**src/rtl/register_file_pkg.sv**
```systemverilog
// Shared constants for the 32-entry MIPS register file.
// Defines the address width, register count and the hardwired zero index.
package register_file_pkg;

  localparam int DEFAULT_DATA_WIDTH = 32;
  localparam int REG_ADDR_WIDTH     = 5;
  localparam int NUM_REGS           = 32;

  localparam logic [REG_ADDR_WIDTH-1:0] ZERO_REG = 5'd0;

endpackage

```
**src/rtl/register_file_read_port.sv**
```systemverilog
// One combinational read mux of the register file.
// Ports: addr_i selects an entry of regs_i; rdata_o is 0 for address 0.
module register_file_read_port
  import register_file_pkg::*;
#(
  parameter int DATA_WIDTH = DEFAULT_DATA_WIDTH
) (
  input  logic [REG_ADDR_WIDTH-1:0]            addr_i,
  input  logic [NUM_REGS-1:0][DATA_WIDTH-1:0]  regs_i,
  output logic [DATA_WIDTH-1:0]                rdata_o
);

  always_comb begin
    rdata_o = '0;
    if (addr_i != ZERO_REG) begin
      rdata_o = regs_i[addr_i];
    end
  end

endmodule

```
**src/rtl/register_file.sv**
```systemverilog
// MIPS-style 32x DATA_WIDTH register file: two async reads, one sync write.
// Ports: clk, rst (async high), we/rd/data write, rs->a and rt->b reads.
module register_file
  import register_file_pkg::*;
#(
  parameter int DATA_WIDTH = DEFAULT_DATA_WIDTH
) (
  input  logic                      clk,
  input  logic                      rst,
  input  logic                      we,
  input  logic [REG_ADDR_WIDTH-1:0] rs,
  input  logic [REG_ADDR_WIDTH-1:0] rt,
  input  logic [REG_ADDR_WIDTH-1:0] rd,
  input  logic [DATA_WIDTH-1:0]     data,
  output logic [DATA_WIDTH-1:0]     a,
  output logic [DATA_WIDTH-1:0]     b
);

  logic [NUM_REGS-1:0][DATA_WIDTH-1:0] regs_q;
  logic [NUM_REGS-1:0][DATA_WIDTH-1:0] regs_d;

  // Entry 0 is pinned to zero in the next state so it can never hold data.
  always_comb begin
    regs_d = regs_q;
    if (we && (rd != ZERO_REG)) begin
      regs_d[rd] = data;
    end
    regs_d[ZERO_REG] = '0;
  end

  always_ff @(posedge clk or posedge rst) begin
    if (rst) begin
      regs_q <= '0;
    end else begin
      regs_q <= regs_d;
    end
  end

  register_file_read_port #(
    .DATA_WIDTH (DATA_WIDTH)
  ) u_port_a (
    .addr_i  (rs),
    .regs_i  (regs_q),
    .rdata_o (a)
  );

  register_file_read_port #(
    .DATA_WIDTH (DATA_WIDTH)
  ) u_port_b (
    .addr_i  (rt),
    .regs_i  (regs_q),
    .rdata_o (b)
  );

endmodule

```
**config.mk**
```make
export PLATFORM = sky130hd
export DESIGN_NAME = register_file
export DESIGN_NICKNAME = d
export VERILOG_FILES = /design/src/rtl/register_file_pkg.sv /design/src/rtl/register_file_read_port.sv /design/src/rtl/register_file.sv
export SDC_FILE = /design/constraint.sdc
export NUM_CORES = 2
export LEC_CHECK = 0
export BUFFER_PORTS_ARGS = -buffer_cell sky130_fd_sc_hd__buf_2
export CORE_MARGIN = 2
export CORE_UTILIZATION = 44
export CTS_BUF_LIST = sky130_fd_sc_hd__clkbuf_16
export CTS_CLUSTER_SIZE = 24
export DETAILED_ROUTE_END_ITERATION = 10
export HOLD_SLACK_MARGIN = 0.02
export PLACE_DENSITY = 0.61
export SLEW_MARGIN = 40
export SYNTH_ARGS = -nofsm -noshare
export SYNTH_HDL_FRONTEND = slang
export SYNTH_SLANG_ARGS = --single-unit
```
**constraint.sdc**
```tcl
create_clock -name clk -period 53.2 [get_ports clk]
set_clock_uncertainty 0.1 [all_clocks]
set_input_delay 10.64 -clock clk [delete_from_list [all_inputs] [get_ports clk]]
set_output_delay 10.64 -clock clk [all_outputs]
set_load 0.01 [all_outputs]
```
==> Word-level counts from Yosys, hierarchy flattened <==
Cells that the tools add are included.
W data, S select, Z words.
{ "classes": {"n_lt_le_gt_ge": 4, "mux": 9, "n_reduce_logical": 5} }
{ "op_table": {"columns": ["operator", "n"], "rows": [
  ["$bwmux W1024", 1],
  ["$bmux W32 S5", 2],
  ["$demux W32 S5", 1],
  ["$mux W32", 5],
  ["$lt A5 B6 Y1 const B", 3],
  ["$reduce_bool A5 Y1", 3],
  ["$ge A5 B1 Y1 const B", 1],
  ["$logic_and A1 B1 Y1", 2]
]} }
{ "word_totals": {"output_inout_bits": 64, "wordCells": 49, "in_bits": 50, "register_bits": 992} }

==> Depth between registers and ports, before layout <==
{ "depth": {"word_depth": 5, "depth_mapped": 9, "ltp_nobuf": 4} }

==> Cells and area by module <==
A second synthesis with hierarchy kept.
{ "hier_totals": {"cells_unflattened": 3553, "area_unflattened_um2": 53896.7} }
{ "modules_own_cells": {"columns": ["mod", "n_inst", "area_each_um2", "cells_per_inst", "seq_area_each_um2"], "rows": [
  ["register_file", 1, 37160.6, 2225, 24823.8],
  ["register_file_read_port", 2, 8368.0, 664, 0.0]
]} }

==> Worst setup path after synthesis <==
No wires, ideal clock.
{ "synth_path": {"kind": "input -> output", "start": "in rs[0]", "end": "out a[31]", "n_path_buf": 5, "required_time_ns": 42.460, "path_stages": 8, "slack_ns": 30.487, "arrival_time_ns": 11.973, "path_cell_list": "buf_6 -> buf_12 -> buf_8 -> buf_12 -> buf_6 -> nand3b_1 -> o2111a_1 -> nor4_2"} }
{ "synth_via": {"elab_chain_cells": 3, "elab_cells_between_ends": 4, "classes_between": "mux (3); reduce/logical (1)"} }
{ "synth_lines": {"columns": ["element", "line", "source"], "rows": [
  ["from (decl)", "register_file.sv:11", "input logic [REG_ADDR_WIDTH-1:0] rs,"],
  ["$bmux W32 S5", "register_file_read_port.sv:16", "rdata_o = regs_i[addr_i];"],
  ["$mux W32 (implied by the code)", "register_file_read_port.sv:16", null],
  ["$mux W32 (*)", "register_file_read_port.sv:15", "if (addr_i != ZERO_REG) begin"],
  ["to (decl)", "register_file.sv:15", "output logic [DATA_WIDTH-1:0] a,"]
]} }
Mark *: on every way between the ends. The rest lies on a longest branch, timed or not. The select of a mux whose other input is x is not followed.

==> Worst setup path after layout <==
{ "layout_path": {"start": "in rt[0]", "end": "out b[19]"} }
{ "layout_via": {"elab_chain_cells": 3, "elab_cells_between_ends": 4, "classes_between": "mux (3); reduce/logical (1)"} }
{ "layout_lines": {"columns": ["element", "line", "source"], "rows": [
  ["from (decl)", "register_file.sv:12", "input logic [REG_ADDR_WIDTH-1:0] rt,"],
  ["$bmux W32 S5", "register_file_read_port.sv:16", null],
  ["$mux W32 (implied by the code)", "register_file_read_port.sv:16", null],
  ["$mux W32 (*)", "register_file_read_port.sv:15", null],
  ["to (decl)", "register_file.sv:16", "output logic [DATA_WIDTH-1:0] b"]
]} }
Marked as above.

==> metrics.yaml <==
outcome:
  status: "finished clean"
detailed_routing:
  wl_per_cell_um: 31.2
  first_pass_iters: 6
  drtIter0Drc: 3118
  vias: 36500
  routed_via_density: 6.45
  ant_nets: 0
  drc: 0
  routed_wirelength_um: 177000
global_routing:
  grtUsageTotal_pct: 27.8
  grt_pass1_vias: 36600
  antenna_found_initial: 12
  grt_pass1_wl_um: 259000
  overflow: 0
  grt_max_degree: 115
critical_path:
  cp.arrival_ps: 14600
  cp_common_cell: "buf_4"
  crit_slowest_cell: "nor4_2"
  cp-start-kind: "input pin"
  endpoint_kind: "output pin"
  worstPathMaxFanout: 53
  max_stage_delay_ps: 700
  path_cells: "buf_8 > buf_4 > buf_4 > buf_12 > buf_6 > mux2i_1 > o22ai_1 > nor3_1 > nor4_2 > buf_2"
  critPathKind: "input pin to output pin"
  crit_required_ps: 42460
synth:
  synth_edf_count: 0
  synth.mux.area_fraction_pct: 39.6
  avgSynthCellArea_sq_um: 13.2
  syn_area_sq_um: 53700
  synthSimpleGateAreaFrac_pct: 2.95
  synth.most_common_cell: "mux2_2"
  yosys_register_bits: 992
  synth_top_area_share_pct: 46.2
  synthAdderAreaFrac_pct: 0
  synth_xor_xnor_area_share_pct: 0
  synth_nets: 4110
  ys_top_cells_by_count: "mux2_2, dfrtp_1, mux2i_1"
  ys_async_sr_fraction_pct: 100
  dominantRegCellSynth: "dfrtp_1"
  syn_inst: 4060
  ys_types: 45
  yosysTopAreaCell: "dfrtp_1"
  synth_top_family_by_area: "multiplexers"
  yosysSeqAreaShare_pct: 46.2
  synth_compound_area_share_pct: 6.92
  synth_warnings: 0
  synth_area_leaders: "dfrtp_1, mux2_2, mux2i_1"
sta:
  period_minus_slack_ps: 25340
  max_slew_margin_pct: 39.2
  setup_tns_ps: 0
  period_share_pct: 47.6
  finalSetupViolCount: 0
  worst_pin_slew_ps: 912
  hold_ws_ps: 410
  grt_setup_unrepaired: "false"
  hold_violations: 0
  slew_viol_final: 0
  max_freq_ghz: 0.0395
place:
  place_area_sq_um: 55200
  dp_hpwl_um: 99900
  io_buffer_count: 113
  gp_congestion: 0.813
floorplanning:
  rows: 128
  initial_core_util_pct: 44.2
  io_pins: 114
  dieHeight_um: 353
  die_width_um: 353
  core_area_sq_um: 121000
  die_area_sq_um: 125000
clock_network:
  cts_buffers: 106
  cts_sinks: 992
  clockBufferDepth: 3
  cts_tree: "done"
  hold_buffers: 0
  cts_max_level: 3
  clock_latency_ps: 700
  ctsRootBufferMaster: "clkbuf_16"
  cts_resized: 0
  cts_setup_buffers: 0
  clk_transition_reported_paths_ps: 60
pwr:
  irDropWorstVdd_mv: 0.0270
  switchingPower_mw: 0.631
  p_seq_share_pct: 46.1
  p_per_area_nw_per_um2: 37.5
  p_comb_share_pct: 20.4
  power.total_mw: 2.20
  p_leak_nw: 26.2
  switching_share_pct: 28.7
  p_int_mw: 1.57
  p_clk_share_pct: 33.5
finish:
  multi_input_area_sq_um: 26900
  largestRegisters: "regs_q x992"
  seq_area_sq_um: 24800
  area_growth_syn_to_layout_pct: 9.19
  layout.nets: 4000
  design_area_sq_um: 58700
  top_register: "regs_q"
  largest_reg_flops: 992
  drive_above_1_share_pct: 41.9
  fill_cells: 10900
job:
  drv_cap: 0
min_path:
  hold_class: "register to register"
==> critical path, delay by kind of cell <==
| kind | cells | cell delay [ps] |
|---|---|---|
| buffers and inverters | 6 | 2550 |
| and+or+nand+nor | 2 | 790 |
| AOI/OAI and AO/OA | 1 | 180 |
| muxes | 1 | 170 |
==> worst paths after layout <==
path	cells after the start	to	from	slack (ps)
min reg2reg	1	regs_q[473]	regs_q[473]	410
min in group asynchronous	2	regs_q[361]	rst	9900
max in group asynchronous	5	regs_q[693]	rst	40670
max reg2reg	1	regs_q[43]	regs_q[43]	52300
min	1	regs_q[473]	regs_q[473]	410
max	10	b[19]	rt[0]	27860
==> layout make-up <==
type / count / area share (%)
multi-input combinational: 2639 / 45.9
clock inverter: 83 / 1.19
sequential: 992 / 42.3
clock buffer: 107 / 4.57
timing repair buffer: 210 / 2.54
inverter: 1 / 0.0277
tap: 1625 / 3.47
antenna: 5 / 0.0213
==> logic make-up (layout without fill, tap and decap cells) <==
logic type / after synthesis / count (layout)
compound gates: 531 / 531
flops: 992 / 992
simple gates: 268 / 268
other cells: 0 / 5
mux: 1840 / 1840
buf+inv: 429 / 401
==> per-layer routing <==
metal  global-route usage [%]  routed length, um  vias up
met5                        0                 41        -
met1                     39.7              78300    19600
li1                         -                  -    15300
met4                     8.68               5230        6
met3                     4.76              12000      299
met2                     43.2              81000     1328
==> power by group through the flow <==
stage	Sequential, mW	Clock [mW]	Combinational (mW)
after detailed placement	1.02	0	0.447
after global placement	1.01	0	0.438
final	1.01	0.735	0.449
after global routing	1.03	0.779	0.483
after floorplan	0.992	0	0.352
after CTS	1.01	0.747	0.448
==> per-stage QoR <==
stage               setup slack, ps  instances  utilization [%]
floorplan                     14550       4060                -
global placement              27630       5460             45.3
detailed placement            27860       5465             45.5
CTS                           27880       5655             48.2
global route                  27690       5659             48.3
finish                        27860       5662             48.3
==> cells in the final DEF, fill, tap and decap left out, drive strengths merged <==
| master | n |
|---|---|
| and2 | 4 |
| or3 | 1 |
| buf | 209 |
| o22ai | 313 |
| a21oi | 19 |
| or3b | 2 |
| a211oi | 20 |
| dfrtp | 992 |
| nor2b | 6 |
| o2111a | 1 |
| o221ai | 19 |
| a221oi | 31 |
| nor4 | 14 |
| clkinv | 41 |
| nor3b | 4 |
| o31a | 30 |
| inv | 31 |
| and3b | 1 |
| mux4 | 113 |
| nand3b | 6 |
| or2 | 5 |
| diode | 5 |
| nand2 | 21 |
| o2bb2ai | 11 |
| nor3 | 173 |
| nor2 | 19 |
| nand2b | 8 |
| and3 | 1 |
| a21boi | 2 |
| a221o | 21 |
| mux2i | 588 |
| mux2 | 1139 |
| bufinv | 12 |
| a22oi | 64 |
| nand3 | 3 |
| clkbuf | 108 |
Power figures use the tool's default switching activity.
